### config.mk
export PLATFORM = sky130hd
export DESIGN_NAME = seq_cla_adder
export DESIGN_NICKNAME = d
export VERILOG_FILES = /design/src/rtl/seq_cla_pkg.sv /design/src/rtl/cla4_slice.sv /design/src/rtl/seq_cla_adder.sv
export SDC_FILE = /design/constraint.sdc
export NUM_CORES = 1
export LEC_CHECK = 0
export ABC_AREA = 0
export CAP_MARGIN = 30
export CORE_ASPECT_RATIO = 2
export CORE_MARGIN = 2
export CORE_UTILIZATION = 38
export CTS_CLUSTER_DIAMETER = 200
export CTS_CLUSTER_SIZE = 25
export DETAILED_ROUTE_END_ITERATION = 7
export HOLD_SLACK_MARGIN = 0.02
export PLACE_DENSITY = 0.61
export RECOVER_POWER = 25
export SLEW_MARGIN = 20
export SYNTH_ARGS = -nofsm -noshare
export SYNTH_HDL_FRONTEND = slang
export SYNTH_SLANG_ARGS = --single-unit
### constraint.sdc
create_clock -name clk -period 3.6 [get_ports clk]
set_input_delay 0.54 -clock clk [delete_from_list [all_inputs] [get_ports clk]]
set_output_delay 0.54 -clock clk [all_outputs]
set_load 0.01 [all_outputs]
### src/rtl/seq_cla_pkg.sv
// Shared definitions for the sequential carry-lookahead adder.
//
// Contents:
//   state_t   - controller states (IDLE, BUSY, DONE)
//   NIBBLE_W  - width of one lookahead slice, in bits
package seq_cla_pkg;

    localparam int NIBBLE_W = 4;

    typedef enum logic [1:0] {
        IDLE = 2'd0,
        BUSY = 2'd1,
        DONE = 2'd2
    } state_t;

endpackage : seq_cla_pkg

### src/rtl/cla4_slice.sv
// 4-bit carry-lookahead adder slice, purely combinational.
//
// Ports:
//   a, b  [3:0] in   operand nibbles
//   cin         in   carry into bit 0
//   s     [3:0] out  sum nibble
//   c     [3:0] out  carry into each bit (c[0] = cin, c[3] = carry into MSB)
//   cout        out  carry out of bit 3
//   p           out  group propagate
//   g           out  group generate
//
// Every carry is a flat sum of products of the bit generate/propagate terms
// and cin, so no carry depends on a previously computed carry.
module cla4_slice
    import seq_cla_pkg::*;
(
    input  logic [NIBBLE_W-1:0] a,
    input  logic [NIBBLE_W-1:0] b,
    input  logic                cin,
    output logic [NIBBLE_W-1:0] s,
    output logic [NIBBLE_W-1:0] c,
    output logic                cout,
    output logic                p,
    output logic                g
);

    logic [NIBBLE_W-1:0] pb;
    logic [NIBBLE_W-1:0] gb;

    assign pb = a ^ b;
    assign gb = a & b;

    assign c[0] = cin;
    assign c[1] = gb[0] | (pb[0] & cin);
    assign c[2] = gb[1] | (pb[1] & gb[0]) | (pb[1] & pb[0] & cin);
    assign c[3] = gb[2] | (pb[2] & gb[1]) | (pb[2] & pb[1] & gb[0])
                | (pb[2] & pb[1] & pb[0] & cin);

    assign p = &pb;
    assign g = gb[3] | (pb[3] & gb[2]) | (pb[3] & pb[2] & gb[1])
             | (pb[3] & pb[2] & pb[1] & gb[0]);

    assign cout = g | (p & cin);
    assign s    = pb ^ c;

endmodule : cla4_slice

### src/rtl/seq_cla_adder.sv
// Sequential adder/subtractor: one 4-bit lookahead slice is reused over
// WIDTH/4 cycles, least significant nibble first.
//
// Ports:
//   clk, rst_n          clock (rising edge) and async active-low reset
//   in_valid, in_ready  operand handshake; in_ready is high only in IDLE
//   a, b, sub           operands; sub = 1 computes a - b
//   out_valid, out_ready result handshake; result held until taken
//   sum, cout, ovf      result, carry out (1 = no borrow on subtract),
//                       signed overflow
//
// Handshake: a transfer happens on a rising edge where valid and ready are
// both high. Inputs are sampled only on an accepting edge; the result stays
// stable while out_valid is high and out_ready is low.
//
// Build option: define SEQ_CLA_ADDER_OVF_EN to compute ovf; otherwise the
// ovf port is tied to 0.
module seq_cla_adder
    import seq_cla_pkg::*;
#(
    parameter int WIDTH = 16
) (
    input  logic             clk,
    input  logic             rst_n,
    input  logic             in_valid,
    output logic             in_ready,
    input  logic [WIDTH-1:0] a,
    input  logic [WIDTH-1:0] b,
    input  logic             sub,
    output logic             out_valid,
    input  logic             out_ready,
    output logic [WIDTH-1:0] sum,
    output logic             cout,
    output logic             ovf
);

    localparam int NNIB  = WIDTH / NIBBLE_W;
    localparam int IDX_W = $clog2(NNIB);
    localparam logic [IDX_W-1:0] LAST_IDX = IDX_W'(NNIB - 1);

    if ((WIDTH % NIBBLE_W) != 0 || WIDTH < 8) begin : g_width_check
        $error("seq_cla_adder: WIDTH must be a multiple of 4 and >= 8");
    end

    state_t state, state_nx;

    logic [WIDTH-1:0]    op_a, op_b;
    logic [WIDTH-1:0]    sum_q;
    logic                carry_q;
    logic                cout_q;
    logic [IDX_W-1:0]    idx;

    logic                accept;
    logic                last_nib;

    logic [NIBBLE_W-1:0] slice_s;
    logic [NIBBLE_W-1:0] slice_c;
    logic                slice_cout;
    logic                slice_p;
    logic                slice_g;

    assign accept   = in_valid && in_ready;
    assign last_nib = (state == BUSY) && (idx == LAST_IDX);

    cla4_slice u_slice (
        .a    (op_a[idx*NIBBLE_W +: NIBBLE_W]),
        .b    (op_b[idx*NIBBLE_W +: NIBBLE_W]),
        .cin  (carry_q),
        .s    (slice_s),
        .c    (slice_c),
        .cout (slice_cout),
        .p    (slice_p),
        .g    (slice_g)
    );

    // Group P/G and the low internal carries are not needed here.
    logic unused_slice;
    assign unused_slice = ^{slice_c, slice_p, slice_g};

    always_ff @(posedge clk or negedge rst_n) begin
        if (!rst_n) state <= IDLE;
        else        state <= state_nx;
    end

    always_comb begin
        state_nx  = state;
        in_ready  = 1'b0;
        out_valid = 1'b0;
        case (state)
            IDLE: begin
                in_ready = 1'b1;
                if (in_valid) state_nx = BUSY;
            end
            BUSY: begin
                if (idx == LAST_IDX) state_nx = DONE;
            end
            DONE: begin
                out_valid = 1'b1;
                if (out_ready) state_nx = IDLE;
            end
            default: state_nx = IDLE;
        endcase
    end

    // Subtraction is a + ~b + 1: invert b at accept and seed the carry.
    always_ff @(posedge clk or negedge rst_n) begin
        if (!rst_n) begin
            op_a    <= '0;
            op_b    <= '0;
            sum_q   <= '0;
            carry_q <= 1'b0;
            cout_q  <= 1'b0;
            idx     <= '0;
        end else if (accept) begin
            op_a    <= a;
            op_b    <= b ^ {WIDTH{sub}};
            carry_q <= sub;
            idx     <= '0;
        end else if (state == BUSY) begin
            sum_q[idx*NIBBLE_W +: NIBBLE_W] <= slice_s;
            carry_q <= slice_cout;
            if (last_nib) cout_q <= slice_cout;
            else          idx    <= idx + 1'b1;  // held at last nibble, never wraps
        end
    end

`ifdef SEQ_CLA_ADDER_OVF_EN
    logic ovf_q;

    // Overflow: carry into the MSB differs from carry out of it.
    always_ff @(posedge clk or negedge rst_n) begin
        if (!rst_n)        ovf_q <= 1'b0;
        else if (last_nib) ovf_q <= slice_c[NIBBLE_W-1] ^ slice_cout;
    end

    assign ovf = ovf_q;
`else
    assign ovf = 1'b0;
`endif

    assign sum  = sum_q;
    assign cout = cout_q;

endmodule : seq_cla_adder

Word-level counts from Yosys, hierarchy flattened

Index checks and enable logic that the tools add are counted.

Flip-flop bits (word level): 54
Input bits: 37
Word-level logic and storage cells: 71

Add/subtract/negate cells: 2
Equal/unequal tests: 7
Shift-type cells: 4
Multiplexer cells: 12
Bitwise gates (word level): 30
Reduce and logical (&&, ||, !) cells: 9

Operators with widths:

| kind                                                  | number |
|---|---|
| negation 4 -> 34 bit                                  | 1 |
| variable shift 4 x 34 -> 16 bit, first input constant | 1 |
| variable part select 4 x 34 -> 16 bit                 | 1 |
| variable part select 16 x 5 -> 4 bit                  | 2 |
| bitwise mux 16 bit                                    | 1 |
| bitwise XOR 16 bit                                    | 1 |
| AND 1 bit                                             | 15 |
| two-way mux 2 bit                                     | 6 |
| OR 1 bit                                              | 10 |
| bitwise XOR 4 bit                                     | 2 |
| != test 2 bit, second input constant                  | 3 |
| case mux 2 bit (3 select lines)                       | 1 |
| AND reduction 3 bit                                   | 2 |
| AND 4 bit                                             | 1 |
| equality test 2 bit, second input constant            | 2 |
| two-way mux 1 bit                                     | 4 |
| AND reduction 2 bit                                   | 2 |
| AND reduction 4 bit                                   | 1 |
| adder 2 x 1 -> 2 bit, second input constant           | 1 |
| equality test 2 x 1 -> 1 bit, second input constant   | 1 |
| logical AND 1 bit                                     | 2 |
| logical NOT 2 bit                                     | 1 |
| != test 2 x 1 -> 1 bit, second input constant         | 1 |
| nonzero test 2 bit                                    | 1 |
| NOT 1 bit                                             | 1 |

Logic depth before layout (Yosys ltp)

Depth in word-level cells: 9
Mapped depth: 7
Mapped depth without buffers: 6

Cells and area by module

From an unflattened synthesis, not the netlist that was laid out.

Cell total of the unflattened synthesis: 244
Area, all modules: 2811.4 sq um

By module, submodules not included:

| module        | instances | cells each | area each (sq um) | seq. area each (sq um) |
|---|---|---|---|---|
| seq_cla_adder | 1         | 222        | 2628.8            | 1351.3 |
| cla4_slice    | 1         | 22         | 182.7             | 0.0 |

Worst setup path after synthesis

Ideal clock, no wire load.

Path kind: flip-flop to flip-flop
Start: reg idx[0]
End: reg sum_q[3], in the netlist sum[3]
Arrival time: 2.467 ns
Required time: 3.534 ns
Slack: 1.066 ns
Cell stages (with the launch flop): 8
Period minus slack after synthesis: 2.534 ns
Path through: dfrtp_1 buf_4 mux4_2 ha_1 a21o_1 and4_4 a2111oi_4 a22o_1

Word-level cells in the longest chain between the ends: 9

RTL lines:

| item                                                    | RTL line                                 | source |
|---|---|---|
| start: declaration                                      | seq_cla_adder.sv:51                      | `logic [IDX_W-1:0] idx;` |
| start signal: assignment                                | seq_cla_adder.sv:123                     | `else idx <= idx + 1'b1;` |
| variable part select 16 x 5 -> 4 bit (on tied branches) | seq_cla_adder.sv:66, seq_cla_adder.sv:67 |  |
| bitwise XOR 4 bit / AND 4 bit (equally long branches)   | cla4_slice.sv:30, cla4_slice.sv:31       |  |
| AND 1 bit (on tied branches)                            | cla4_slice.sv:36, cla4_slice.sv:37       |  |
| OR 1 bit, or another cell as far along                  | cla4_slice.sv:36                         | `assign c[3] = gb[2] \| (pb[2] & gb[1]) \| (pb[2] & pb[1] & gb[0])` |
| OR 1 bit / AND 1 bit (equally long branches)            | cla4_slice.sv:36, cla4_slice.sv:37       |  |
| OR 1 bit                                                | cla4_slice.sv:37                         | `\| (pb[2] & pb[1] & pb[0] & cin);` |
| bitwise XOR 4 bit                                       | cla4_slice.sv:44                         | `assign s = pb ^ c;` |
| variable part select 4 x 34 -> 16 bit                   | seq_cla_adder.sv:120                     | `sum_q[idx*NIBBLE_W +: NIBBLE_W] <= slice_s;` |
| bitwise mux 16 bit (*)                                  | seq_cla_adder.sv:120                     |  |
| end signal: indexed assignment                          | seq_cla_adder.sv:120                     |  |
| end: declaration                                        | seq_cla_adder.sv:48                      | `logic [WIDTH-1:0] sum_q;` |

Every way passes the cells marked *; elsewhere a longest branch is shown, timed or not.
A chain may end at the register's enable or synchronous reset.

Final worst setup path

Start: reg idx[0]
End: reg sum_q[7], in the netlist sum[7]

Same word-level chain as after synthesis.

==> results.txt <==
Fin nets -> 309
CTS Hold Bufs -> 0
Crit path arrival time -> 3150 ps
Distinct cell type count after synthesis -> 34
Die area -> 7708 µm²
ANT cells -> 0
Final wirelength -> 4981 µm
Utilization after layout -> 0.4979
Leak -> 1.387 nW
Post-synth EDFFs -> 0
Cell row count -> 43
Final Hold Violating Endpoints -> 0
Non-filler cells in the finished layout -> 352
Leading area contributor after synthesis -> dfrtp_1
Initial Util -> 0.3884
CP Max Fanout -> 16
Core Area -> 6833 µm²
Max Buffers Root-to-Sink -> 2
Post-Syn Area -> 2654 µm²
Initial antenna violation count -> 0
First-pass GRT wire length -> 8459 µm
Critical Path RT -> 3830 ps
Setup Crit Path Kind -> reg2reg
Crit-path max cell delay -> 860 ps
I/O pins -> 57
Vias in the first global route -> 1742
Mean post-synth cell area -> 12.70 µm²
RSZ-0062 raised after global routing -> no
Num CTS Buffers -> 5
Drt initial violations -> 81
GP Congestion -> 0.7233
DP Wirelength -> 3824 µm
Fmax -> 343.6 MHz
Die Y -> 122.2 µm
Vias after detailed routing -> 1717
TritonRoute pass-1 iters -> 4
Gr ovfl total -> 0
Drt drc -> 0
Worst slew margin relative to its limit -> -0.1771
Final worst slack -> 689.5 ps
Area of the multi-input gates -> 1212 µm²
Post-DRT Antenna Nets -> 0
Max Cap Viol -> 1
Most common cell in the netlist -> dfrtp_1
Status -> complete, but fails checks
Register area share after synthesis -> 0.5092
Synth Instances -> 209
Worst-Margin Slew -> 1766 ps
Largest cells by area after synthesis -> dfrtp_1 (51%), mux2_1 (6.8%), mux4_2 (6.8%)
Max VDD drop -> 0.0004622 V
Min cycle time layout -> 2911 ps
Post-cts sizing count -> 0
HP Class -> reg2reg
Root buffer cell -> clkbuf_16
Setup bufs post-CTS -> 0
Most frequent cells after synthesis -> dfrtp_1 (54), nor2_1 (21), a21oi_1 (18)
Critical path startpoint category -> flip-flop
Failing checks -> max-capacitance violations, max-slew violations
Period utilisation layout -> 0.8085
Die X -> 63.09 µm
Fillers -> 650
Clock transition at path regs -> 70 ps
Largest net degree at the start of global routing -> 38
Worst skew pair latency -> 290 ps
Port Buffers -> 55
CTS tree -> built
Synth Warn # -> 0
Setup tns final -> 0 ps
Post-Place Cells -> 344
Layout Skew -> 5.410 ps
Ys flop type -> dfrtp_1
Clock Sinks -> 54
Max-slew violation count -> 35
H-Tree Depth -> 2
Post-placement worst setup slack -> 639.9 ps
Yosys reg bits -> 54
Power per cell area -> 988.7 nW/µm²
Top cell type's share of synthesized area -> 0.5092
Ys async rst share -> 1.000
CP Capture Type -> flip-flop
Syn_nets -> 257
CP Cell Sequence -> mux4_2 -> ha_1 -> a21o_1 -> and4_4 -> a2111oi_4 -> a22o_1
R2R setup slack -> 690 ps
Final setup vio count -> 0
Via density -> 4.878
Routed WL per cell -> 14.15 µm
Layout cells sized above 1 -> 0.1107
GRT Total Usage -> 0.1425
CP max-delay cell -> dfrtp_1
FF/Latch Area -> 1351 µm²
P&R area growth vs syn -> 28.19%
-- worst max-delay path, delay by kind of cell (launching register included) --
family                     cells  cell delay [ps]
adders and majority gates      1              320
muxes                          1              650
AOI/OAI and AO/OA              3              830
and+or+nand+nor                1              200
DFF                            1              860
-- state kept, by name, summed over array words and instances (netlist names) --
register	flops
state	2
carry_q	1
cout	1
sum	16
op_b	16
op_a	16
idx	2
-- cell usage in the layout, fill, tap and decap left out, types with 2 or more instances in the layout --
cell,synthesis,routed
ha_1,10,10
buf_4,2,2
nor2_1,21,21
clkdlybuf4s50_1,0,54
nand2_2,2,2
mux2_1,16,16
inv_1,4,4
xnor2_1,17,17
nor3_2,2,2
nand2_1,6,6
mux4_2,8,8
nor2b_1,3,3
dfrtp_1,54,54
nand2b_1,2,2
nor3_1,2,2
clkbuf_16,0,5
a21oi_1,18,18
a22o_1,17,17
-- stage by stage --
stage | power (mW) | instance area, µm² | hold slack (ps)
CTS | 3.430 | 3403 | 327.9
finish | 3.364 | 3402 | 484.6
floorplan | 2.367 | 2654 | 244.4
global route | 3.628 | 3402 | 509.0
global placement | 2.877 | 3252 | 464.3
detailed placement | 2.937 | 3252 | 472.3
-- report_power, final --
part	internal, mW	total (mW)	switching (mW)
Sequential	0.892	1.10	0.211
Clock	0.275	0.484	0.208
Combinational	0.865	1.78	0.912
-- final timing paths --
kind / startpoint / to / cells after the start
min in group asynchronous: rst_n / op_a[5] / 1
max in group asynchronous: rst_n / sum[1] / 2
worst max-delay path: idx[0] / sum[7] / 6
worst max register to register: idx[0] / sum[7] / 6
worst min register to register: op_a[0] / op_a[0] / 1
worst min-delay path: op_a[0] / op_a[0] / 1
-- area by class of cell --
type | count | area share
flip-flops and latches | 54 | 0.3972
inverters | 4 | 0.004413
clock inverters | 2 | 0.003678
multi-input cells | 139 | 0.3564
repair buffers | 57 | 0.1644
well taps | 90 | 0.03310
clock buffers | 6 | 0.04082
-- logic make-up (layout without fill, tap and decap cells) --
kind of cell / count (synthesis) / after routing / share of synthesized area
AO/OA/AOI/OAI: 42 / 42 / 0.1155
XOR/XNOR: 18 / 18 / 0.05941
AND/OR/NAND/NOR: 42 / 42 / 0.08534
buffers and inverters: 16 / 69 / 0.03441
adder cells (fa/ha/maj): 11 / 11 / 0.05469
other: 1 / 1 / 0.001413
multiplexers: 25 / 25 / 0.1400
flip-flops: 54 / 54 / 0.5092
-- metal layers --
layer	up-vias	share of wire	global-route usage
li1	844	-	-
met1	821	0.42	0.1781
met2	45	0.50	0.2267
met3	7	0.054	0.03232
met4	0	0.024	0.07917
met5	-	0	0
Power figures use the tool's default switching activity.
